[src/rtl/reg_bank_20x32.sv]
// reg_bank_20x32
//   Thirty-two entry, 20-bit register bank feeding the channel multiplexer.
//   Entry 0 is a constant zero. After reset (or on clr_req) a sweep zeroes one
//   entry per cycle for 32 cycles; the bank is hidden (all outputs zero) and
//   writes are refused while it runs.
//
// Ports
//   clk, rst          clock, synchronous active-high reset
//   clr_req           re-run the clear sweep (honoured in IDLE only)
//   wr_valid/ready    write handshake; wr_addr/wr_data carry the write
//   rd_addr_a/b       combinational read ports with write-first bypass
//   rd_data_a/b
//   bank_bus          every stored entry, entry i on bank_bus[i], no bypass
//   busy              clear sweep in progress

// One storage entry. Clear wins over write, though the two never coincide
// because writes are only accepted outside the sweep.
module reg_bank_entry #(
    parameter int WIDTH = 20
) (
    input  logic             clk,
    input  logic             we,
    input  logic             clr,
    input  logic [WIDTH-1:0] d,
    output logic [WIDTH-1:0] q
);
    // No reset: the sweep is what zeroes the contents.
    always_ff @(posedge clk) begin
        if (clr)
            q <= '0;
        else if (we)
            q <= d;
    end
endmodule

module reg_bank_20x32 #(
    parameter int WIDTH = 20,
    parameter int DEPTH = 32
) (
    input  logic                        clk,
    input  logic                        rst,
    input  logic                        clr_req,
    input  logic                        wr_valid,
    output logic                        wr_ready,
    input  logic [4:0]                  wr_addr,
    input  logic [WIDTH-1:0]            wr_data,
    input  logic [4:0]                  rd_addr_a,
    input  logic [4:0]                  rd_addr_b,
    output logic [WIDTH-1:0]            rd_data_a,
    output logic [WIDTH-1:0]            rd_data_b,
    output logic [DEPTH-1:0][WIDTH-1:0] bank_bus,
    output logic                        busy
);
    typedef enum logic {
        CLEAR = 1'b0,
        IDLE  = 1'b1
    } state_t;

    state_t     state_q, state_d;
    logic [4:0] clr_cnt_q, clr_cnt_d;

    logic                        wr_fire;
    logic [DEPTH-1:0]            wr_en;
    logic [DEPTH-1:0]            clr_en;
    logic [DEPTH-1:0][WIDTH-1:0] entries;

    // ---------------------------------------------------------------- FSM
    always_ff @(posedge clk) begin
        if (rst) begin
            state_q   <= CLEAR;
            clr_cnt_q <= '0;
        end else begin
            state_q   <= state_d;
            clr_cnt_q <= clr_cnt_d;
        end
    end

    always_comb begin
        state_d   = state_q;
        clr_cnt_d = clr_cnt_q;
        case (state_q)
            CLEAR: begin
                // 5-bit counter wraps to 0 naturally after entry 31.
                clr_cnt_d = clr_cnt_q + 5'd1;
                if (clr_cnt_q == 5'd31)
                    state_d = IDLE;
            end
            IDLE: begin
                if (clr_req) begin
                    state_d   = CLEAR;
                    clr_cnt_d = '0;
                end
            end
            default: begin
                state_d   = CLEAR;
                clr_cnt_d = '0;
            end
        endcase
    end

    assign busy = (state_q == CLEAR);

    // A write colliding with clr_req or rst is refused, so the requester
    // keeps holding it rather than having it silently lost.
    assign wr_ready = (state_q == IDLE) && !clr_req && !rst;
    assign wr_fire  = wr_valid && wr_ready;

    // ------------------------------------------------------- enable decode
    always_comb begin
        wr_en = '0;
        if (wr_fire)
            wr_en[wr_addr] = 1'b1;
    end

    always_comb begin
        clr_en = '0;
        if (state_q == CLEAR)
            clr_en[clr_cnt_q] = 1'b1;
    end

    // ------------------------------------------------------------ storage
    // Entry 0 has no storage; writes to it complete and are dropped.
    for (genvar i = 0; i < DEPTH; i++) begin : g_entry
        if (i == 0) begin : g_zero
            assign entries[i] = '0;
        end else begin : g_reg
            reg_bank_entry #(.WIDTH(WIDTH)) u_entry (
                .clk (clk),
                .we  (wr_en[i]),
                .clr (clr_en[i]),
                .d   (wr_data),
                .q   (entries[i])
            );
        end
    end

    // --------------------------------------------------------------- reads
    // Bypass only for nonzero addresses so entry 0 always reads zero. During
    // the sweep everything is masked so a half-cleared bank never leaks out.
    always_comb begin
        rd_data_a = entries[rd_addr_a];
        if (wr_fire && (wr_addr == rd_addr_a) && (wr_addr != 5'd0))
            rd_data_a = wr_data;
        if (busy)
            rd_data_a = '0;
    end

    always_comb begin
        rd_data_b = entries[rd_addr_b];
        if (wr_fire && (wr_addr == rd_addr_b) && (wr_addr != 5'd0))
            rd_data_b = wr_data;
        if (busy)
            rd_data_b = '0;
    end

    assign bank_bus = busy ? '0 : entries;

    // At most one entry may be written or cleared in any cycle.
    a_wr_onehot:  assert property (@(posedge clk) $onehot0(wr_en));
    a_clr_onehot: assert property (@(posedge clk) $onehot0(clr_en));

endmodule

[config.mk]
export PLATFORM = sky130hd
export DESIGN_NAME = reg_bank_20x32
export DESIGN_NICKNAME = d
export VERILOG_FILES = /design/src/rtl/reg_bank_20x32.sv
export SDC_FILE = /design/constraint.sdc
export NUM_CORES = 2
export LEC_CHECK = 0
export BUFFER_PORTS_ARGS = -buffer_cell sky130_fd_sc_hd__buf_4
export CAP_MARGIN = 10
export CORE_UTILIZATION = 33
export CTS_CLUSTER_SIZE = 10
export DETAILED_ROUTE_END_ITERATION = 8
export GPL_TIMING_DRIVEN = 0
export PLACE_DENSITY = 0.63
export SLEW_MARGIN = 20
export SYNTH_ARGS = -nofsm -noshare
export SYNTH_HDL_FRONTEND = slang
export SYNTH_SLANG_ARGS = --single-unit
[constraint.sdc]
create_clock -name clk -period 4.1 [get_ports clk]
set_clock_uncertainty 0.15 [all_clocks]
set_input_delay 0 -clock clk [delete_from_list [all_inputs] [get_ports clk]]
set_output_delay 0 -clock clk [all_outputs]
set_load 0.1 [all_outputs]
=== Yosys cells after proc, flatten, opt, wreduce, memory -nomap -nowiden ===
Cells that the tools add are included.

* Bits in registers: 626
* Latch bits: 0
* Bits in writable memories: 0
* Bits in read-only memories: 0
* Input port bits: 39
* Output and inout bits: 682
* Logic and storage cells: 77
* Memories kept: 0

* Add/subtract/negate cells: 1
* Multipliers: 0
* Divide/modulo/power cells: 0
* $lt $le $gt $ge: 6
* Equality and inequality tests: 4
* Shift-type cells: 0
* Mux-type cells: 20
* Bitwise gates (word level): 1
* Reductions and logical operators: 12

{| class="wikitable"
|+ Operators by type and width
! operator !! number
|-
| 2-to-1 mux 640 bit || 1
|-
| binary-select mux 20 bit (select 5 bit) || 2
|-
| 2-to-1 mux 20 bit || 6
|-
| 2-to-1 mux 32 bit || 2
|-
| < comparator 5 x 6 -> 1 bit, second input constant || 4
|-
| demux 1 bit (select 5 bit) || 2
|-
| == test 5 bit || 2
|-
| >= comparator 5 x 1 -> 1 bit, second input constant || 2
|-
| case mux 5 bit (2 select lines) || 1
|-
| logical AND 1 bit || 9
|-
| adder 5 x 1 -> 5 bit, second input constant || 1
|-
| == test 5 bit, second input constant || 1
|-
| 2-to-1 mux 5 bit || 1
|-
| nonzero test 5 bit || 1
|-
| 2-to-1 mux 1 bit || 4
|-
| logical NOT 1 bit || 2
|-
| inequality test 2 bit, second input constant || 1
|-
| case mux 1 bit (2 select lines) || 1
|-
| NOT 1 bit || 1
|}

=== Longest topological paths before layout ===
* Word-level depth: 8
* Mapped depth: 10
* Depth with buffers taken out: 5

=== Cells and area by module ===
From an unflattened synthesis, not the netlist that was laid out.

* Cells, all modules: 3887
* Area total of the unflattened synthesis: 37632.3 µm²

{| class="wikitable"
|+ By module, submodules not included
! module !! times used !! cells each !! area each (µm²) !! seq. area each (µm²)
|-
| reg_bank_entry || 31 || 64 || 705.7 || 400.4
|-
| reg_bank_20x32 || 1 || 1903 || 15756.4 || 120.1
|}

=== Least setup slack after synthesis ===
No wires, ideal clock.

* Path type: register to output
* Start point: register state_q
* End point: output rd_data_a[10]
* Data arrival time: 3.886 ns
* Data required time: 3.950 ns
* Path slack: 0.064 ns
* Cell stages (with the launch flop): 6
* Path buffers: 3
* Path through: dfxtp_1 buf_2 clkinv_1 clkbuf_1 clkbuf_1 o31ai_1

* Longest elaborated chain between the ends: 7

{| class="wikitable"
|+ RTL lines
! what !! line !! source
|-
| start: declaration || 59 || <nowiki>state_t state_q, state_d;</nowiki>
|-
| start signal: assignment || 73 || <nowiki>state_q <= state_d;</nowiki>
|-
| logical AND 1 bit (2 in a row) || 105 || <nowiki>assign wr_ready = (state_q == IDLE) && !clr_req && !rst;</nowiki>
|-
| logical AND 1 bit || 106 || <nowiki>assign wr_fire = wr_valid && wr_ready;</nowiki>
|-
| logical AND 1 bit (2 in a row) || 142 || <nowiki>if (wr_fire && (wr_addr == rd_addr_a) && (wr_addr != 5'd0))</nowiki>
|-
| 2-to-1 mux 20 bit || 142 ||
|-
| 2-to-1 mux 20 bit (*) || 144 || <nowiki>if (busy)</nowiki>
|-
| end: declaration || 49 || <nowiki>output logic [WIDTH-1:0] rd_data_a,</nowiki>
|}

Every way passes the cells marked *; elsewhere a longest branch is shown, timed or not.

=== Worst setup path in the final report ===
* Start point: input rd_addr_a[0]
* End point: output rd_data_a[19]

* Longest elaborated chain between the ends: 5
* Elaborated cells between the ends (all ways): 7
* Classes of those cells: 1 x eq/ne; 4 x mux; 2 x reduce/logical

{| class="wikitable"
|+ RTL lines
! what !! line !! source
|-
| start: declaration || 47 || <nowiki>input logic [4:0] rd_addr_a,</nowiki>
|-
| parallel branches: the longest is 3 deep, another holds binary-select mux 20 bit (select 5 bit) || - ||
|-
| 2-to-1 mux 20 bit (*) || 142 ||
|-
| 2-to-1 mux 20 bit (*) || 144 ||
|}

Mark *: on every way between the ends. The select of a mux whose other input is x is not followed.

==> flow_summary_export.csv <==
group,metric,value,unit
synthesis,synth.most_common_cell,"nand2_1",
worst_setup_path,start_kind,"input port",
synthesis,avgSynthCellArea,8.51,sq um
synthesis,synth.area.top_cells,"dfxtp_1 34%, mux4_2 15%, and2_1 11%",
detailed_routing,wl_per_cell,32.2,um
pwr,p_switching,3.67,mW
die,die_x,337,um
detailed_routing,vias,38820,
detailed_routing,drt_first_pass_iters,9,
place,io_buffer_count,673,
sta,rsz0062_at_grt,"false",
synthesis,synthTopCellsByCount,"970 x nand2_1, 626 x dfxtp_1, 624 x and2_1",
worst_setup_path,criticalPathCategory,"input port to output port",
hold_path,min_to,"g_entry[24].g_reg.u_entry.q[12]",
pwr,p_int,10.3,mW
die,die_height,337,um
clocking,clockBufferDepth,3,
status,violations,"design-rule violations",
worst_setup_path,reg2reg_slack,1.23,ns
synthesis,synth_top_area_frac,0.339,
clocking,cts_buffers,78,
grt,grt-ovfl-total,0,
hold_path,hold_path_class,"input port to flop",
worst_setup_path,crit_arrival,3.87,ns
detailed_routing,ant_nets,0,
clocking,htreeDepth,3,
hold_path,hold_start,"wr_data[12]",
detailed_routing,dr.first_iter.drc_count,4902,
worst_setup_path,path_max_fanout,10,
pwr,sequentialPowerShare,0.438,
status,status,"complete, but fails checks",
synthesis,seq_area_frac_synth,0.339,
sta,fin_tns_setup,0,ns
synthesis,ys.flop_type,"dfxtp_1",
clocking,clock_latency,0.65,ns
detailed_routing,vias_per_cell,5.82,
clocking,cts_tree,"done",
detailed_routing,routed_wl,215000,um
die,die_area,0.113,sq mm
grt,grt_pass1_vias,36514,
sta,fmax,249,MHz
synthesis,synth_enable_flop_cells,0,
final_layout,drive_gt1_frac,0.239,
final_layout,nets,5184,
worst_setup_path,worstReg2RegEnd,"g_entry[30].g_reg.u_entry.q[19]",
die,rows,122,
clocking,root_buffer,"clkbuf_16",
sta,worst_slew_pin_slew,1.28,ns
place,place_hpwl,176000,um
sta,slew_headroom,0.145,
sta,period_share,0.980,
clocking,post_cts_buffers,0,
synthesis,synth_cell_types,53,
die,io_pins,721,
hold_path,holdPathStages,4,
place,place_inst,6523,
grt,grt_use_total,0.365,
synthesis,syn_area,0.0370,sq mm
sta,report.final.slew_viol_count,0,
sta,fin_crit,4.02,ns
pwr,clkPwrFrac,0.485,
pwr,ir_drop,0.264,mV
detailed_routing,drc,3,
clocking,cts_sinks,626,
worst_setup_path,crit_required,3.95,ns
run,drv_cap,0,
die,initial_utilization,0.334,
synthesis,yosysTopAreaCell,"dfxtp_1",
final_layout,area_delta_synth_final,26.1,%
sta,setup_viol,0,
pwr,powerDensity,299,mW/mm^2
worst_setup_path,worstRegToRegCells,8,
final_layout,final_cell_count_no_fill,6668,
synthesis,async_flop_share,0,
clocking,clk_pin_slew_worst_paths,0.06,ns
die,coreArea,0.111,sq mm
synthesis,ys_seq_elements,626,
grt,grt_start_max_net_pins,11,
place,gp_congestion,1.03,
grt,grt_pass1_wl,289000,um
sta,hold_violations,0,
synthesis,synthCells,4342,
synthesis,yosysWarningCount,0,
pwr,switching_share,0.263,
pwr,power_frac_comb,0.077,
grt,antenna_found_initial,26,
pwr,leakage,18.3,nW
worst_setup_path,critPathCaptureType,"output port",
worst_setup_path,r2r_start,"state_q",
[registers in the layout (all words and copies together) (netlist names)]
name	count
g_entry.g_reg.u_entry.q	620
state_q	1
clr_cnt_q	5
[worst max path at each step]
stage / end / startpoint / cells after the start
finish: rd_data_a[19] / rd_addr_a[0] / 9
global route: rd_data_a[19] / rd_addr_a[0] / 9
CTS: bank_bus[267] / state_q / 6
detailed placement: rd_data_b[9] / rd_addr_b[1] / 8
global placement: rd_data_b[9] / rd_addr_b[1] / 8
floorplan: rd_data_a[10] / state_q / 5
[per-layer routing]
layer | up-vias | share of wire | GRT usage
li1 | 16475 | - | -
met2 | 2748 | 0.46 | 0.588
met5 | - | 0.00074 | 0
met1 | 19008 | 0.38 | 0.453
met4 | 30 | 0.054 | 0.179
met3 | 559 | 0.11 | 0.0946
[layout by cell type (no fill, tap or decap), drive strengths merged, types with 35 or more instances in the layout]
| cell | count |
|---|---|
| and2 | 624 |
| a21oi | 464 |
| mux2 | 60 |
| nand2 | 970 |
| nor2 | 252 |
| mux4 | 254 |
| dfxtp | 626 |
| o31ai | 35 |
| nand3 | 53 |
| buf | 816 |
| a22o | 46 |
| mux2i | 218 |
| a22oi | 61 |
| clkbuf | 443 |
[per-stage QoR]
step	hold slack [ns]	total power [mW]	utilization	instance area (sq um)	setup WS, ns
3_3_place_gp	0.172	7.25	0.397	43900	0.154
6_report	0.129	13.9	0.421	46600	0.0817
5_1_grt	0.155	14.2	0.420	46600	0.137
4_1_cts	0.109	13.9	0.420	46600	0.109
2_1_floorplan	0.0311	6.84	-	37000	0.0638
3_5_place_dp	0.181	7.25	0.397	44000	0.124
[repair_timing]
action | CTS | global route
endpoints found under the setup margin | 8 | 2
hold endpoints to repair | 344 | 0
gates resized for setup | 1 | 5
hold buffers | 25 | 0
[cell families after synthesis]
logic type,after synthesis,share of synthesized area
AND/OR/NAND/NOR,1973,0.250
AO/OA/AOI/OAI,709,0.116
flip-flops,626,0.339
multiplexers,532,0.232
buffers and inverters,486,0.0592
XOR/XNOR,10,0.00237
adder cells (fa/ha/maj),5,0.00169
other,1,0.000101
[power groups by stage]
| stage | combinational, mW | clock (mW) | sequential (mW) |
|---|---|---|---|
| CTS | 1.03 | 6.74 | 6.11 |
| floorplan | 0.608 | 0 | 6.23 |
| detailed placement | 1.01 | 0 | 6.24 |
| finish | 1.07 | 6.76 | 6.11 |
| global route | 1.08 | 6.98 | 6.11 |
| global placement | 1.01 | 0 | 6.24 |
[cell type report]
| type | instances | area (sq um) |
|---|---|---|
| Multi-Input combinational cell | 3249 | 22300 |
| Tap cell | 1488 | 1860 |
| Clock buffer | 105 | 2260 |
| Inverter | 5 | 18.8 |
| Antenna cell | 7 | 17.5 |
| Buffer | 481 | 2180 |
| Clock inverter | 8 | 90.1 |
| Sequential cell | 626 | 12500 |
| Timing Repair Buffer | 699 | 5310 |
| Fill cell | 11416 | 64200 |
[critical path, cell delays in order]
cell and delay [ns]:
buf_2 0.39, and2_1 0.20, clkbuf_1 0.43, clkbuf_1 1.00, a22oi_1 0.15, o221ai_1 0.24, a222oi_1 0.14, o31ai_1 0.85
buf_4 0.44
Power figures use the tool's default switching activity.
